--- config.mk ---
export PLATFORM = sky130hd
export DESIGN_NAME = cm811_init_seq
export DESIGN_NICKNAME = d
export VERILOG_FILES = /design/src/rtl/cm811_init_pkg.sv /design/src/rtl/cm811_init_timer.sv /design/src/rtl/cm811_init_seq.sv
export SDC_FILE = /design/constraint.sdc
export NUM_CORES = 1
export LEC_CHECK = 0
export ABC_AREA = 1
export CAP_MARGIN = 25
export CELL_PAD_IN_SITES_DETAIL_PLACEMENT = 0
export CELL_PAD_IN_SITES_GLOBAL_PLACEMENT = 2
export CORE_ASPECT_RATIO = 1.75
export CORE_UTILIZATION = 33
export DETAILED_ROUTE_END_ITERATION = 8
export PLACE_DENSITY_LB_ADDON = 0.1
export SLEW_MARGIN = 20
export SYNTH_ARGS = -nofsm -noshare
export SYNTH_HDL_FRONTEND = slang
export SYNTH_SLANG_ARGS = --single-unit
--- constraint.sdc ---
create_clock -name sys_clk -period 2.3 [get_ports sys_clk]
set_input_delay 0.575 -clock sys_clk [delete_from_list [all_inputs] [get_ports sys_clk]]
set_output_delay 0.575 -clock sys_clk [all_outputs]
set_load 0.005 [all_outputs]
--- src/rtl/cm811_init_pkg.sv ---
// Shared types and constants for the CM811 board-initialisation sequencer.
package cm811_init_pkg;

  typedef enum logic [1:0] {
    StIdle  = 2'd0,
    StIssue = 2'd1,
    StWait  = 2'd2,
    StGap   = 2'd3
  } state_e;

  localparam logic [1:0] FAIL_NONE    = 2'b00;
  localparam logic [1:0] FAIL_ERR     = 2'b01;
  localparam logic [1:0] FAIL_TIMEOUT = 2'b10;
  localparam logic [1:0] FAIL_ABORT   = 2'b11;

endpackage

--- src/rtl/cm811_init_timer.sv ---
// Per-attempt timeout counter: cleared on issue, counts while waiting, saturates.
module cm811_init_timer #(
  parameter int unsigned     TO_W        = 24,
  parameter logic [TO_W-1:0] TIMEOUT_CYC = TO_W'(10_000_000)
) (
  input  logic clk_i,
  input  logic rst_ni,
  input  logic clr_i,
  input  logic en_i,
  output logic expired_o
);

  localparam logic [TO_W-1:0] TermCnt = TIMEOUT_CYC - TO_W'(1);

  logic [TO_W-1:0] cnt_d, cnt_q;

  always_comb begin
    cnt_d = cnt_q;
    if (clr_i) begin
      cnt_d = '0;
    end else if (en_i && (cnt_q != '1)) begin
      cnt_d = cnt_q + TO_W'(1);
    end
  end

  always_ff @(posedge clk_i or negedge rst_ni) begin
    if (!rst_ni) begin
      cnt_q <= '0;
    end else begin
      cnt_q <= cnt_d;
    end
  end

  // A zero timeout value disables expiry entirely.
  assign expired_o = (TIMEOUT_CYC != '0) && (cnt_q == TermCnt);

endmodule

--- src/rtl/cm811_init_seq.sv ---
// CM811 init sequencer: runs stages in order with per-stage timeout, bounded
// retry, abort, and latched failure diagnostics.
module cm811_init_seq
  import cm811_init_pkg::*;
#(
  parameter int unsigned     NUM_STAGES  = 4,
  parameter int unsigned     STG_W       = 4,
  parameter int unsigned     TO_W        = 24,
  parameter logic [TO_W-1:0] TIMEOUT_CYC = TO_W'(10_000_000),
  parameter int unsigned     MAX_RETRY   = 2
) (
  input  logic                  sys_clk,
  input  logic                  glbl_rst_n,
  input  logic                  init_start,
  input  logic                  init_abort,
  output logic                  init_busy,
  output logic                  init_ok,
  output logic                  init_fail,
  output logic [STG_W-1:0]      fail_stage,
  output logic [1:0]            fail_code,
  output logic [NUM_STAGES-1:0] stage_en,
  input  logic [NUM_STAGES-1:0] stage_done,
  input  logic [NUM_STAGES-1:0] stage_error,
  output logic [1:0]            retry_cnt
);

  localparam logic [STG_W-1:0] LastIdx  = STG_W'(NUM_STAGES - 1);
  localparam logic [1:0]       MaxRetry = 2'(MAX_RETRY);

  state_e                state_d, state_q;
  logic [STG_W-1:0]      idx_d, idx_q;
  logic [STG_W-1:0]      fail_stage_d, fail_stage_q;
  logic [1:0]            fail_code_d, fail_code_q;
  logic [1:0]            retry_d, retry_q;
  logic                  busy_d, busy_q;
  logic                  ok_d, ok_q;
  logic                  fail_d, fail_q;
  logic [NUM_STAGES-1:0] en_d, en_q;
  logic                  done_sel, err_sel;
  logic                  tmr_clr, tmr_en, tmr_expired;

  cm811_init_timer #(
    .TO_W        (TO_W),
    .TIMEOUT_CYC (TIMEOUT_CYC)
  ) u_timer (
    .clk_i     (sys_clk),
    .rst_ni    (glbl_rst_n),
    .clr_i     (tmr_clr),
    .en_i      (tmr_en),
    .expired_o (tmr_expired)
  );

  // Only the current stage's handshake bits are observed.
  always_comb begin
    done_sel = 1'b0;
    err_sel  = 1'b0;
    for (int unsigned i = 0; i < NUM_STAGES; i++) begin
      if (idx_q == STG_W'(i)) begin
        done_sel = stage_done[i];
        err_sel  = stage_error[i];
      end
    end
  end

  always_comb begin
    state_d      = state_q;
    idx_d        = idx_q;
    retry_d      = retry_q;
    fail_stage_d = fail_stage_q;
    fail_code_d  = fail_code_q;
    busy_d       = busy_q;
    ok_d         = 1'b0;
    fail_d       = 1'b0;
    en_d         = '0;
    tmr_clr      = 1'b0;
    tmr_en       = 1'b0;

    if (init_abort && (state_q != StIdle)) begin
      fail_stage_d = idx_q;
      fail_code_d  = FAIL_ABORT;
      fail_d       = 1'b1;
      busy_d       = 1'b0;
      state_d      = StIdle;
    end else begin
      case (state_q)
        StIdle: begin
          // The ok/fail pulse cycle still counts as busy, so start waits it out.
          if (init_start && !ok_q && !fail_q) begin
            idx_d        = '0;
            retry_d      = '0;
            fail_stage_d = '0;
            fail_code_d  = FAIL_NONE;
            busy_d       = 1'b1;
            state_d      = StIssue;
          end
        end
        StIssue: begin
          for (int unsigned i = 0; i < NUM_STAGES; i++) begin
            en_d[i] = (idx_q == STG_W'(i));
          end
          tmr_clr = 1'b1;
          state_d = StWait;
        end
        StWait: begin
          tmr_en = 1'b1;
          if (done_sel) begin
            if (idx_q == LastIdx) begin
              ok_d    = 1'b1;
              busy_d  = 1'b0;
              state_d = StIdle;
            end else begin
              idx_d   = idx_q + STG_W'(1);
              retry_d = '0;
              state_d = StIssue;
            end
          end else if (err_sel || tmr_expired) begin
            if (retry_q < MaxRetry) begin
              retry_d = retry_q + 2'd1;
              state_d = StGap;
            end else begin
              fail_stage_d = idx_q;
              fail_code_d  = err_sel ? FAIL_ERR : FAIL_TIMEOUT;
              fail_d       = 1'b1;
              busy_d       = 1'b0;
              state_d      = StIdle;
            end
          end
        end
        StGap: begin
          state_d = StIssue;
        end
        default: begin
          state_d = StIdle;
        end
      endcase
    end
  end

  always_ff @(posedge sys_clk or negedge glbl_rst_n) begin
    if (!glbl_rst_n) begin
      state_q      <= StIdle;
      idx_q        <= '0;
      retry_q      <= '0;
      fail_stage_q <= '0;
      fail_code_q  <= FAIL_NONE;
      busy_q       <= 1'b0;
      ok_q         <= 1'b0;
      fail_q       <= 1'b0;
      en_q         <= '0;
    end else begin
      state_q      <= state_d;
      idx_q        <= idx_d;
      retry_q      <= retry_d;
      fail_stage_q <= fail_stage_d;
      fail_code_q  <= fail_code_d;
      busy_q       <= busy_d;
      ok_q         <= ok_d;
      fail_q       <= fail_d;
      en_q         <= en_d;
    end
  end

  // Busy stays visible through the terminating pulse cycle.
  assign init_busy  = busy_q | ok_q | fail_q;
  assign init_ok    = ok_q;
  assign init_fail  = fail_q;
  assign fail_stage = fail_stage_q;
  assign fail_code  = fail_code_q;
  assign stage_en   = en_q;
  assign retry_cnt  = retry_q;

endmodule

== Word-level counts from Yosys, hierarchy flattened ==
Index checks and enable logic that the tools add are counted.

* Add/sub/neg operators: 3
* Multiply operators: 0
* Div/mod/pow operators: 0
* $lt $le $gt $ge: 1
* Equal/unequal tests: 21
* Shift operators: 0
* Multiplexer cells: 60
* Bitwise gates (word level): 3
* Reductions and logical operators: 18

{| class="wikitable"
|+ Operators with widths
! operator !! count
|-
| two-way mux 24 bit || 2
|-
| two-way mux 4 bit || 9
|-
| two-way mux 2 bit || 15
|-
| two-way mux 1 bit || 28
|-
| adder 24 x 1 -> 24 bit (second input constant) || 1
|-
| equality test 24 bit (second input constant) || 1
|-
| inequality test 24 bit (second input constant) || 1
|-
| inequality test 3 bit (second input constant) || 7
|-
| case mux 4 bit (2 select lines) || 2
|-
| AND reduction 5 bit || 3
|-
| inequality test 4 bit (second input constant) || 3
|-
| equality test 4 x 2 -> 1 bit (second input constant) || 2
|-
| case mux 2 bit (2 select lines) || 2
|-
| case mux 2 bit (4 select lines) || 1
|-
| inequality test 2 bit (second input constant) || 3
|-
| AND reduction 6 bit || 1
|-
| nonzero test 2 bit || 3
|-
| adder 4 x 1 -> 4 bit (second input constant) || 1
|-
| equality test 2 bit (second input constant) || 2
|-
| equality test 4 x 1 -> 1 bit (second input constant) || 1
|-
| logical AND 1 bit || 4
|-
| zero test 4 bit || 1
|-
| nonzero test 3 bit || 1
|-
| adder 2 x 1 -> 2 bit (second input constant) || 1
|-
| 9 further kinds || 11
|}

* Register bits after elaboration: 45
* Bits in latches: 0
* RAM bits: 0
* Memory bits (read-only): 0
* Bits of input ports: 12
* Output and inout port bits: 15
* Logic and storage cells: 116
* Memories: 0

== Depth between registers and ports, before layout ==
Gate-level depths: netlist of run 1.

* Depth in word-level cells: 11
* Depth in mapped cells: 13
* Gate-level depth less buffers: 13

== Hierarchy ==
From an unflattened synthesis of run 1, not the netlist that was laid out.

* Cells, all modules: 426
* Area total of the unflattened synthesis: 3,021.6 um^2

{| class="wikitable"
|+ Modules (own cells, without submodules)
! module !! instances !! cells an instance !! area an instance (um^2) !! sequential area each (um^2)
|-
| cm811_init_timer || 1 || 254 || 1,660.3 || 600.6
|-
| cm811_init_seq || 1 || 172 || 1,361.3 || 525.5
|}

== Worst setup path after synthesis of run 1 ==
OpenSTA, ideal clock, no wires.

* Kind: reg-to-reg
* From: reg state_q[0]
* To: reg fail_code_q[0] (netlist: fail_code[0])
* Library setup time: 117 ps
* Arrival: 1,712 ps
* Data required time: 2,183 ps
* Path slack: 471 ps
* Stages on the path, launching flop included: 10
* Buffers on the path: 1
* Period minus slack after synthesis: 1,829 ps
* Cells stage by stage: dfrtp_1 -> inv_1 -> ha_1 -> buf_2 -> nand2_1 -> nor2_1 -> nor3b_1 -> nand2_2 -> nand2_1 -> nand2_1

* Word-level cells in the longest chain between the ends: 4
* Elaborated cells between the ends (all ways): 12
* Classes of those cells: eq/ne (5); mux (2); reduce/logical (5)

{| class="wikitable"
|+ Ends and longest elaborated chain
! item !! RTL line !! source
|-
| start: declaration || cm811_init_seq.sv:30 || <nowiki>state_e state_d, state_q;</nowiki>
|-
| start signal: assignment || cm811_init_seq.sv:141 || <nowiki>state_q <= StIdle;</nowiki>
|-
| start signal: assignment || cm811_init_seq.sv:151 || <nowiki>state_q <= state_d;</nowiki>
|-
| nonzero test 2 bit || cm811_init_seq.sv:78 || <nowiki>if (init_abort && (state_q != StIdle)) begin</nowiki>
|-
| logical AND 1 bit || cm811_init_seq.sv:78 ||
|-
| inequality test 3 bit (no source line) / nonzero test 3 bit (equally long branches) || -- ||
|-
| AND reduction 5 bit (no source line) || -- ||
|-
| end signal: assignment || cm811_init_seq.sv:155 || <nowiki>fail_code_q <= fail_code_d;</nowiki>
|-
| end: declaration || cm811_init_seq.sv:33 || <nowiki>logic [1:0] fail_code_d, fail_code_q;</nowiki>
|}

Parallel ways exist; a longest one is shown, timed or not.
A chain may end at the register's enable or synchronous reset.

== Worst setup path in the final report of run 1 ==
* From: reg u_timer.cnt_q[0]
* To: reg u_timer.cnt_q[16]

* Word-level cells in the longest chain between the ends: 3
* Elaborated cells between the ends (all ways): 6
* Classes of those cells: add/sub (1); eq/ne (1); mux (2); reduce/logical (2)

{| class="wikitable"
|+ Ends and longest elaborated chain
! item !! RTL line !! source
|-
| start: declaration || cm811_init_timer.sv:15 || <nowiki>logic [TO_W-1:0] cnt_d, cnt_q;</nowiki>
|-
| start signal: assignment || cm811_init_timer.sv:30 || <nowiki>cnt_q <= cnt_d;</nowiki>
|-
| adder 24 x 1 -> 24 bit / inequality test 24 bit (equally long branches) || cm811_init_timer.sv:22, cm811_init_timer.sv:21 ||
|-
| two-way mux 24 bit / logical AND 1 bit (equally long branches) || cm811_init_timer.sv:21 || <nowiki>end else if (en_i && (cnt_q != '1)) begin</nowiki>
|-
| two-way mux 24 bit / nonzero test 2 bit (equally long branches) || -- ||
|}

Parallel ways exist; a longest one is shown, timed or not. The select of a mux whose other input is x is not followed.

==> results.toml, run 1 <==
[global_route]
first_global_vias = 2963
met1_usage = 0.219
grt_busiest_layer = "met2"
antenna_found_initial = 0
grt_use_met2 = 0.423
grt_max_degree = 22
grt_pass1_wl_um = 15100
grt_util_met3 = 0.0276
grt_usage = 0.221
grt.overflow.total = 0

[timing]
finalSetupViolations = 0
fmax_mhz = 501
hold_viol = 0
finalClockSkew_ns = 0.00380
tns_ns = 0
rsz0062_at_grt = "false"
final_max_slew_viol_count = 0
slew_headroom = 0.698
post-route-min-period_ns = 2.00
min_period_over_period = 0.868
tightest_slew_ns = 0.452

[power]
power_density_nw_per_um2 = 905
leakagePower_uw = 0.00168
ir_worst_vdd_v = 0.000442

[yosys]
yosysMostFrequentCell = "nand2_1"
syn_avg_cell_area_um2 = 7.27
synth_top_area_frac = 0.382
synthFlopType = "dfrtp_1"
synth_area_um2 = 2950
synth_top_cells_by_area = "dfrtp_1 38%, nand2_1 13%, nand3_1 7.1%, inv_1 7.0%, nor2_1 6.4%"
netlist-cell-type-count = 35
synth_top_area_cell = "dfrtp_1"
synth_seq_cells = 45
ys_warn_count = 0
syn_inst = 406
synth_edf_count = 0
synth_commonest_cells = "106 x nand2_1, 55 x inv_1, 50 x nor2_1"
syn-num-nets = 426
synth-async-reset-ratio = 1.00
seq_area_frac_synth = 0.382

[route]
avgRoutedWirePerCell_um = 16.1
drc = 0
ant_nets = 0
drt_pass1_iterations = 4
first_iter_violations = 109
vias = 2760
routed_wl_um = 9140
avgViaCountPerCell = 4.87

[worst_setup_path]
required_ns = 2.48
slowest_delay_ns = 0.43
reg2reg_depth = 10
worstReg2RegStart = "u_timer.cnt_q[0]"
rr_endpoint = "u_timer.cnt_q[16]"
cpMaxStageDelayCell = "dfrtp_1"
cp-end-kind = "register"
crit_chain = "ha_1 -> nand3_2 -> nor2_4 -> inv_2 -> nor2_4 -> nand3_4 -> nand2_4 -> nand2_4 -> nand3_1 -> o21ai_2"
r2r_setup_slack_ns = 0.30
path_max_fanout = 16
start_kind = "register"
crit_arrival_ns = 2.18
path_class = "reg -> reg"

[clock_network]
clk_path_buf_depth = 2
cts_made_buffers = 5
ctsHoldBuffers = 0
ctsResizeCount = 0
clkTransAtPathRegs_ns = 0.07
clock_sinks = 45
cts_tree = "done"
cts_root_buf = "clkbuf_16"
htreeDepth = 2
post-cts-setup-buffers = 0
clkLatencyLatePin_ns = 0.29

[hold_path]
hold_class = "in -> async"

[layout]
final_cell_area_um2 = 3630
fin_nets = 469
diodes = 0
drive_gt1_frac = 0.118
areaGrowthSynthToFinish_pct = 23.0
nFillCells = 955

[floorplan]
initial_core_util = 0.340
io_pins = 27
dieArea_um2 = 9340
die_y_um = 127
fp.coreArea_um2 = 8670
die_width_um = 73.5
placementRows = 45

[place]
placed_cell_area_um2 = 3450
place_hpwl_um = 7270
io_buffers = 26
place.gp.congestion = 0.824

[flow_run]
maxCapViolCount = 0

[outcome]
outcome = "complete, no violations"
-- final cells by class --
class,count,area (um^2),share of cell area
Multi-Input combinational cell,297,1560,0.430
Tap cell,117,146,0.0403
Clock inverter,2,37.5,0.0103
Inverter,57,214,0.0589
Timing Repair Buffer,43,408,0.112
Clock buffer,6,139,0.0383
Sequential cell,45,1130,0.310
-- layer usage --
metal | wire length (um) | share of wire
met1 | 3170 | 0.35
met4 | 430 | 0.047
met3 | 233 | 0.025
met2 | 5310 | 0.58
met5 | 0 | 0
-- power by group --
| part | internal [uW] | switching [uW] | leakage, uW |
|---|---|---|---|
| Combinational | 528 | 924 | 0.000980 |
| Sequential | 883 | 74.0 | 0.000619 |
| Clock | 543 | 333 | 0.0000831 |
| Total | 1950 | 1330 | 0.00168 |
-- flip-flops by register name, indices dropped and copies added (netlist names) --
signal,count
fail_stage,4
init_ok,1
fail_code,2
stage_en,4
busy_q,1
state_q,2
retry_cnt,2
u_timer.cnt_q,24
init_fail,1
idx_q,4
-- logic make-up (layout without fill, tap and decap cells) --
family | count (synthesis) | in the layout | synth area share
compound gates | 32 | 32 | 0.0746
xor+xnor | 14 | 14 | 0.0416
fa+ha+maj | 8 | 8 | 0.0339
buf+inv | 64 | 108 | 0.0899
flops | 45 | 45 | 0.382
simple gates | 243 | 243 | 0.378
-- per-stage QoR --
stage / utilization / cells / hold slack, ns / power [uW] / worst slack (ns)
floorplan: - / 406 / 0.279 / 1880 / 0.471
global placement: 0.398 / 559 / 0.459 / 2450 / 0.0659
detailed placement: 0.398 / 559 / 0.457 / 2450 / 0.0648
CTS: 0.419 / 567 / 0.228 / 3340 / 0.284
global route: 0.419 / 567 / 0.233 / 3530 / 0.150
finish: 0.419 / 567 / 0.212 / 3290 / 0.304
-- worst max-delay path by stage --
stage	slack, ns	start	to	cells after the start
final	0.30	u_timer.cnt_q[0]	u_timer.cnt_q[16]	10
after global routing	0.15	u_timer.cnt_q[0]	u_timer.cnt_q[16]	10
after CTS	0.28	u_timer.cnt_q[0]	u_timer.cnt_q[16]	10
after detailed placement	0.06	init_abort	u_timer.cnt_q[15]	8
after global placement	0.07	init_abort	u_timer.cnt_q[15]	8
after floorplan	0.47	state_q[0]	fail_code[0]	9
-- cell usage in the layout, fill, tap and decap left out, drive strengths merged, types with 2 or more instances in the layout --
cell type and n:
a21oi 3, buf 18, clkbuf 6, clkdlybuf4s50 25
dfrtp 45, ha 8, inv 57, nand2 115
nand3 45, nand3b 2, nand4 10, nor2 53
nor3 16, o21ai 18, o31ai 8, xor2 13
-- critical path: cells and delay by family (launching register included) --
family	cells	cell delay [ns]
AO/OA/AOI/OAI	1	0.06
adder cells (fa/ha/maj)	1	0.23
buffers and inverters	1	0.08
flip-flops	1	0.43
AND/OR/NAND/NOR	7	1.07
(Power assumes the default switching activity.)
==> run 2, diff against run 1 <==
- TNS_END_PERCENT: not set -> 10
==> results of run 2 <==
Same layout as run 1: the final DEF is identical, and so are final timing and power.
==> run 3, diff against run 2 <==
- CORE_MARGIN: not set -> 10
- HOLD_SLACK_MARGIN: not set -> 0.02
==> run 3 against run 2 <==
Power fell by 2.0%. First-iteration DRC count fell by 16%. Count of clock-buffer cells in the layout rose by 1. Sequential power barely moved.
==> results.toml, run 3 (synthesized netlist as in run 1, its figures left out) <==
[worst_setup_path]
crit_chain = "ha_1 -> nand3_2 -> nor2_4 -> inv_2 -> nor2_4 -> nand3_4 -> nand2_4 -> nand2_4 -> nand3_1 -> o21ai_2"
crit_path_start = "u_timer.cnt_q[0]"
path_max_fanout = 16
slowest_delay_ns = 0.43
worstReg2RegStart = "u_timer.cnt_q[0]"
required_ns = 2.48
crit_arrival_ns = 2.20
path_class = "reg -> reg"
cp-end-kind = "register"
cpMaxStageDelayCell = "dfrtp_1"
start_kind = "register"

[place]
place.gp.congestion = 0.859
placed_cell_area_um2 = 3420
io_buffers = 26
place_hpwl_um = 7470

[power]
comb_power_share = 0.459
leakagePower_uw = 0.00166
ir_worst_vdd_v = 0.000511
pwr-share-clk = 0.245
swShare = 0.417
pwr-share-seq = 0.296
intPower_uw = 1880
power_density_nw_per_um2 = 899
p_sw_uw = 1340

[timing]
tightest_slew_ns = 0.598
finalClockSkew_ns = 0.00555
hold_viol = 0
final_max_slew_viol_count = 0
post-route-min-period_ns = 2.02
fmax_mhz = 495
min_period_over_period = 0.879
rsz0062_at_grt = "false"
slew_headroom = 0.602
finalSetupViolations = 0
tns_ns = 0

[clock_network]
clk_path_buf_depth = 2
clkLatencyLatePin_ns = 0.29
cts_made_buffers = 5
post-cts-setup-buffers = 0
cts_root_buf = "clkbuf_16"
htreeDepth = 2
cts_tree = "done"
ctsHoldBuffers = 0
ctsResizeCount = 0
clock_sinks = 45
clkTransAtPathRegs_ns = 0.06

[global_route]
grt_usage = 0.145
grt.overflow.total = 0
grt_max_degree = 26
first_global_vias = 2858
antenna_found_initial = 0
grt_pass1_wl_um = 15000

[layout]
fin_nets = 465
final_cell_mix = "106 x nand2_1, 55 x inv_1, 50 x nor2_1, 45 x dfrtp_1, 42 x nand3_1"
diodes = 0
areaGrowthSynthToFinish_pct = 21.4
drive_gt1_frac = 0.110
layout_commonest_cell = "nand2_1"
largest_register_ffs = 24
largest_register = "u_timer.cnt_q"
final_cell_area_um2 = 3580

[floorplan]
dieArea_um2 = 13300
die_y_um = 145
placementRows = 45
fp.coreArea_um2 = 8730
die_width_um = 91.5
io_pins = 27
initial_core_util = 0.338

[route]
drt_pass1_iterations = 4
avgRoutedWirePerCell_um = 16.5
first_iter_violations = 92
routed_wl_um = 9320
vias = 2739
ant_nets = 0
drc = 0
avgViaCountPerCell = 4.87

[outcome]
outcome = "complete, no violations"

[hold_path]
hold_class = "in -> async"

[flow_run]
maxCapViolCount = 0
==> run 3: worst max-delay path: cells and delay by family (launching register included) <==
kind                       cells  cell delay, ns
and+or+nand+nor                7            1.11
buffers and inverters          1            0.08
adders and majority gates      1            0.23
AOI/OAI and AO/OA              1            0.06
DFF                            1            0.43
==> run 3: final cells by class <==
class | instances | area [um^2]
sequential | 45 | 1130
clock buffer | 7 | 153
multi-input combinational | 297 | 1560
inverter | 57 | 214
tap | 117 | 146
timing repair buffer | 39 | 378
clock inverter | 1 | 5.00
fill | 946 | 5150
==> run 3: path summary, 6_finish.rpt <==
check | endpoint | slack [ns] | cells after the start
setup / recovery | u_timer.cnt_q[16] | 0.28 | 10
hold / removal | u_timer.cnt_q[5] | 0.28 | 1
setup reg to reg | u_timer.cnt_q[16] | 0.28 | 10
hold reg to reg | fail_stage[2] | 0.47 | 2
max in group asynchronous | fail_stage[1] | 1.46 | 2
min in group sys_clk | fail_stage[2] | 0.47 | 2
==> run 3: metrics by stage <==
step	total power [uW]	util	hold WS [ns]	worst slack, ns	cells
floorplan	1880	-	0.279	0.471	406
CTS	3280	0.410	0.291	0.248	563
global placement	2480	0.392	0.463	0.0109	555
detailed placement	2480	0.392	0.466	0.0120	555
finish	3220	0.410	0.284	0.278	563
global route	3480	0.410	0.314	0.125	563
==> run 3: metal layers <==
layer,GRT usage,up-vias,part of all wire
met3,0.0222,22,0.028
li1,-,1374,-
met2,0.282,46,0.59
met5,0,-,0
met1,0.134,1297,0.34
met4,0.0843,0,0.046
==> run 3: power groups by stage <==
stage                     combinational (uW)  clock, uW  sequential [uW]
after detailed placement                1510          0              969
after floorplan                          922          0              954
after global placement                  1520          0              968
final                                   1480        789              954
after global routing                    1680        842              966
after CTS                               1520        809              955
==> RTL change: new RTL, flow settings as in run 1 <==
`TO_W` is set to 24 in 2 places; all go to 36.
--- a/src/rtl/cm811_init_timer.sv
+++ b/src/rtl/cm811_init_timer.sv
@@ -1,6 +1,6 @@
 // Per-attempt timeout counter: cleared on issue, counts while waiting, saturates.
 module cm811_init_timer #(
-  parameter int unsigned     TO_W        = 24,
+  parameter int unsigned     TO_W        = 36,
   parameter logic [TO_W-1:0] TIMEOUT_CYC = TO_W'(10_000_000)
 ) (
   input  logic clk_i,
--- a/src/rtl/cm811_init_seq.sv
+++ b/src/rtl/cm811_init_seq.sv
@@ -5,7 +5,7 @@
 #(
   parameter int unsigned     NUM_STAGES  = 4,
   parameter int unsigned     STG_W       = 4,
-  parameter int unsigned     TO_W        = 24,
+  parameter int unsigned     TO_W        = 36,
   parameter logic [TO_W-1:0] TIMEOUT_CYC = TO_W'(10_000_000),
   parameter int unsigned     MAX_RETRY   = 2
 ) (
Formal check against the unedited RTL: same outputs for any inputs over 10 cycles, from zero or initial values and one cycle with glbl_rst_n low; that may be too few to reach the edited logic, so the function may still have changed.
==> RTL change against run 1 <==
Design area is 32% higher; sequential power increased by 27%; worst setup slack got worse by 0.075 ns; sequential cell count is 12 higher; routed wire length increased by 42%; via count rose by 39%; power rose by 34%; utilization decreased by 0.55 points; synthesized area grew 34%.
==> RTL change: results (changes against run 1) <==
| Metric | Value |
|---|---|
| Outcome | finished, final reports clean |
| Met2 wire len | 7.31 mm (+38%) |
| Worst-path maximum fanout | 7 (-9) |
| Number of distinct library cells after synthesis | 28 (-20%) |
| Worst VDD drop | 0.437 mV (-1.2%) |
| CP Data Arrival Time | 2.30 ns (+0.12 ns) |
| Total GRT Usage | 0.222 (+0.00104) |
| Global-route wire length before repair | 20.4 mm (+35%) |
| Tightest Pin Transition | 0.535 ns (+0.0830 ns) |
| Number of flip-flops in the largest register | 36 (+50%) |
| Setup Skew | 0.00689 ns (+0.00309 ns) |
| TritonCTS Buffers | 9 (+4) |
| WL/cell | 17.0 um (+5.6%) |
| TritonRoute pass-1 iters | 7 (+3) |
| Pre-CTS setup slack | 0.0559 ns (-0.00886 ns) |
| Placer Congestion | 0.856 (+3.9%) |
| Dominant cells by area after synthesis | dfrtp_1, nand2_1, nor2_1 |
| Via density | 5.04 (+3.6%) |
| Post-Syn Nets | 598 (+40%) |
| DPL Wire Length | 10.2 mm (+40%) |
| Share of cells above drive strength 1 | 0.131 (+0.0132) |
| Fill count | 1257 (+32%) |
| Number of global-route vias before repair | 3898 (+32%) |
| Commonest cells post-synth | nand2_1, nor2_1, dfrtp_1, inv_1, nand3_1 |
| Worst path max stage delay | 0.48 ns (+0.05 ns) |
| Iter 0 DRT Violations | 214 (+96%) |
-- RTL change: cell families after synthesis --
kind of cell / share of synthesized area
and+or+nand+nor: 0.422
AOI/OAI and AO/OA: 0.0784
buffers and inverters: 0.0819
DFF: 0.362
xor gates and xnor gates: 0.0311
adders and majority gates: 0.0254
-- RTL change: final cells by class --
class | count | area [um^2] | share of cell area
clock buffers | 9 | 225 | 0.0471
clock inverters | 7 | 125 | 0.0262
inverters | 65 | 244 | 0.0510
multi-input cells | 446 | 2190 | 0.459
flip-flops and latches | 57 | 1430 | 0.298
well taps | 135 | 169 | 0.0353
repair buffers | 42 | 400 | 0.0837
-- RTL change: layer usage --
metal  vias to the layer above  global-route usage
li1                       1937                   -
met1                      1791               0.216
met2                        78               0.432
met3                        33              0.0345
met4                         0               0.122
met5                         -                   0
-- RTL change: worst paths after layout --
path | from | end | slack, ns
setup / recovery | u_timer.cnt_q[0] | retry_cnt[1] | 0.23
hold / removal | glbl_rst_n | u_timer.cnt_q[9] | 0.21
setup reg to reg | u_timer.cnt_q[0] | retry_cnt[1] | 0.23
hold reg to reg | fail_stage[2] | fail_stage[2] | 0.48
max in group asynchronous | glbl_rst_n | retry_cnt[1] | 1.61
min in group sys_clk | fail_stage[2] | fail_stage[2] | 0.48
-- RTL change: metrics by stage --
stage	std cells	hold slack (ns)	area (um^2)	total power [mW]
3_5_place_dp	745	0.461	4430	2.83
5_1_grt	761	0.212	4780	4.66
2_1_floorplan	578	0.279	3940	2.21
4_1_cts	761	0.206	4780	4.45
3_3_place_gp	745	0.465	4430	2.82
6_report	761	0.205	4780	4.39
-- RTL change: report_power, final --
group / switching [mW] / total [mW] / internal [mW]
logic: 1.04 / 1.57 / 0.525
clock network: 0.533 / 1.60 / 1.07
registers: 0.103 / 1.22 / 1.12
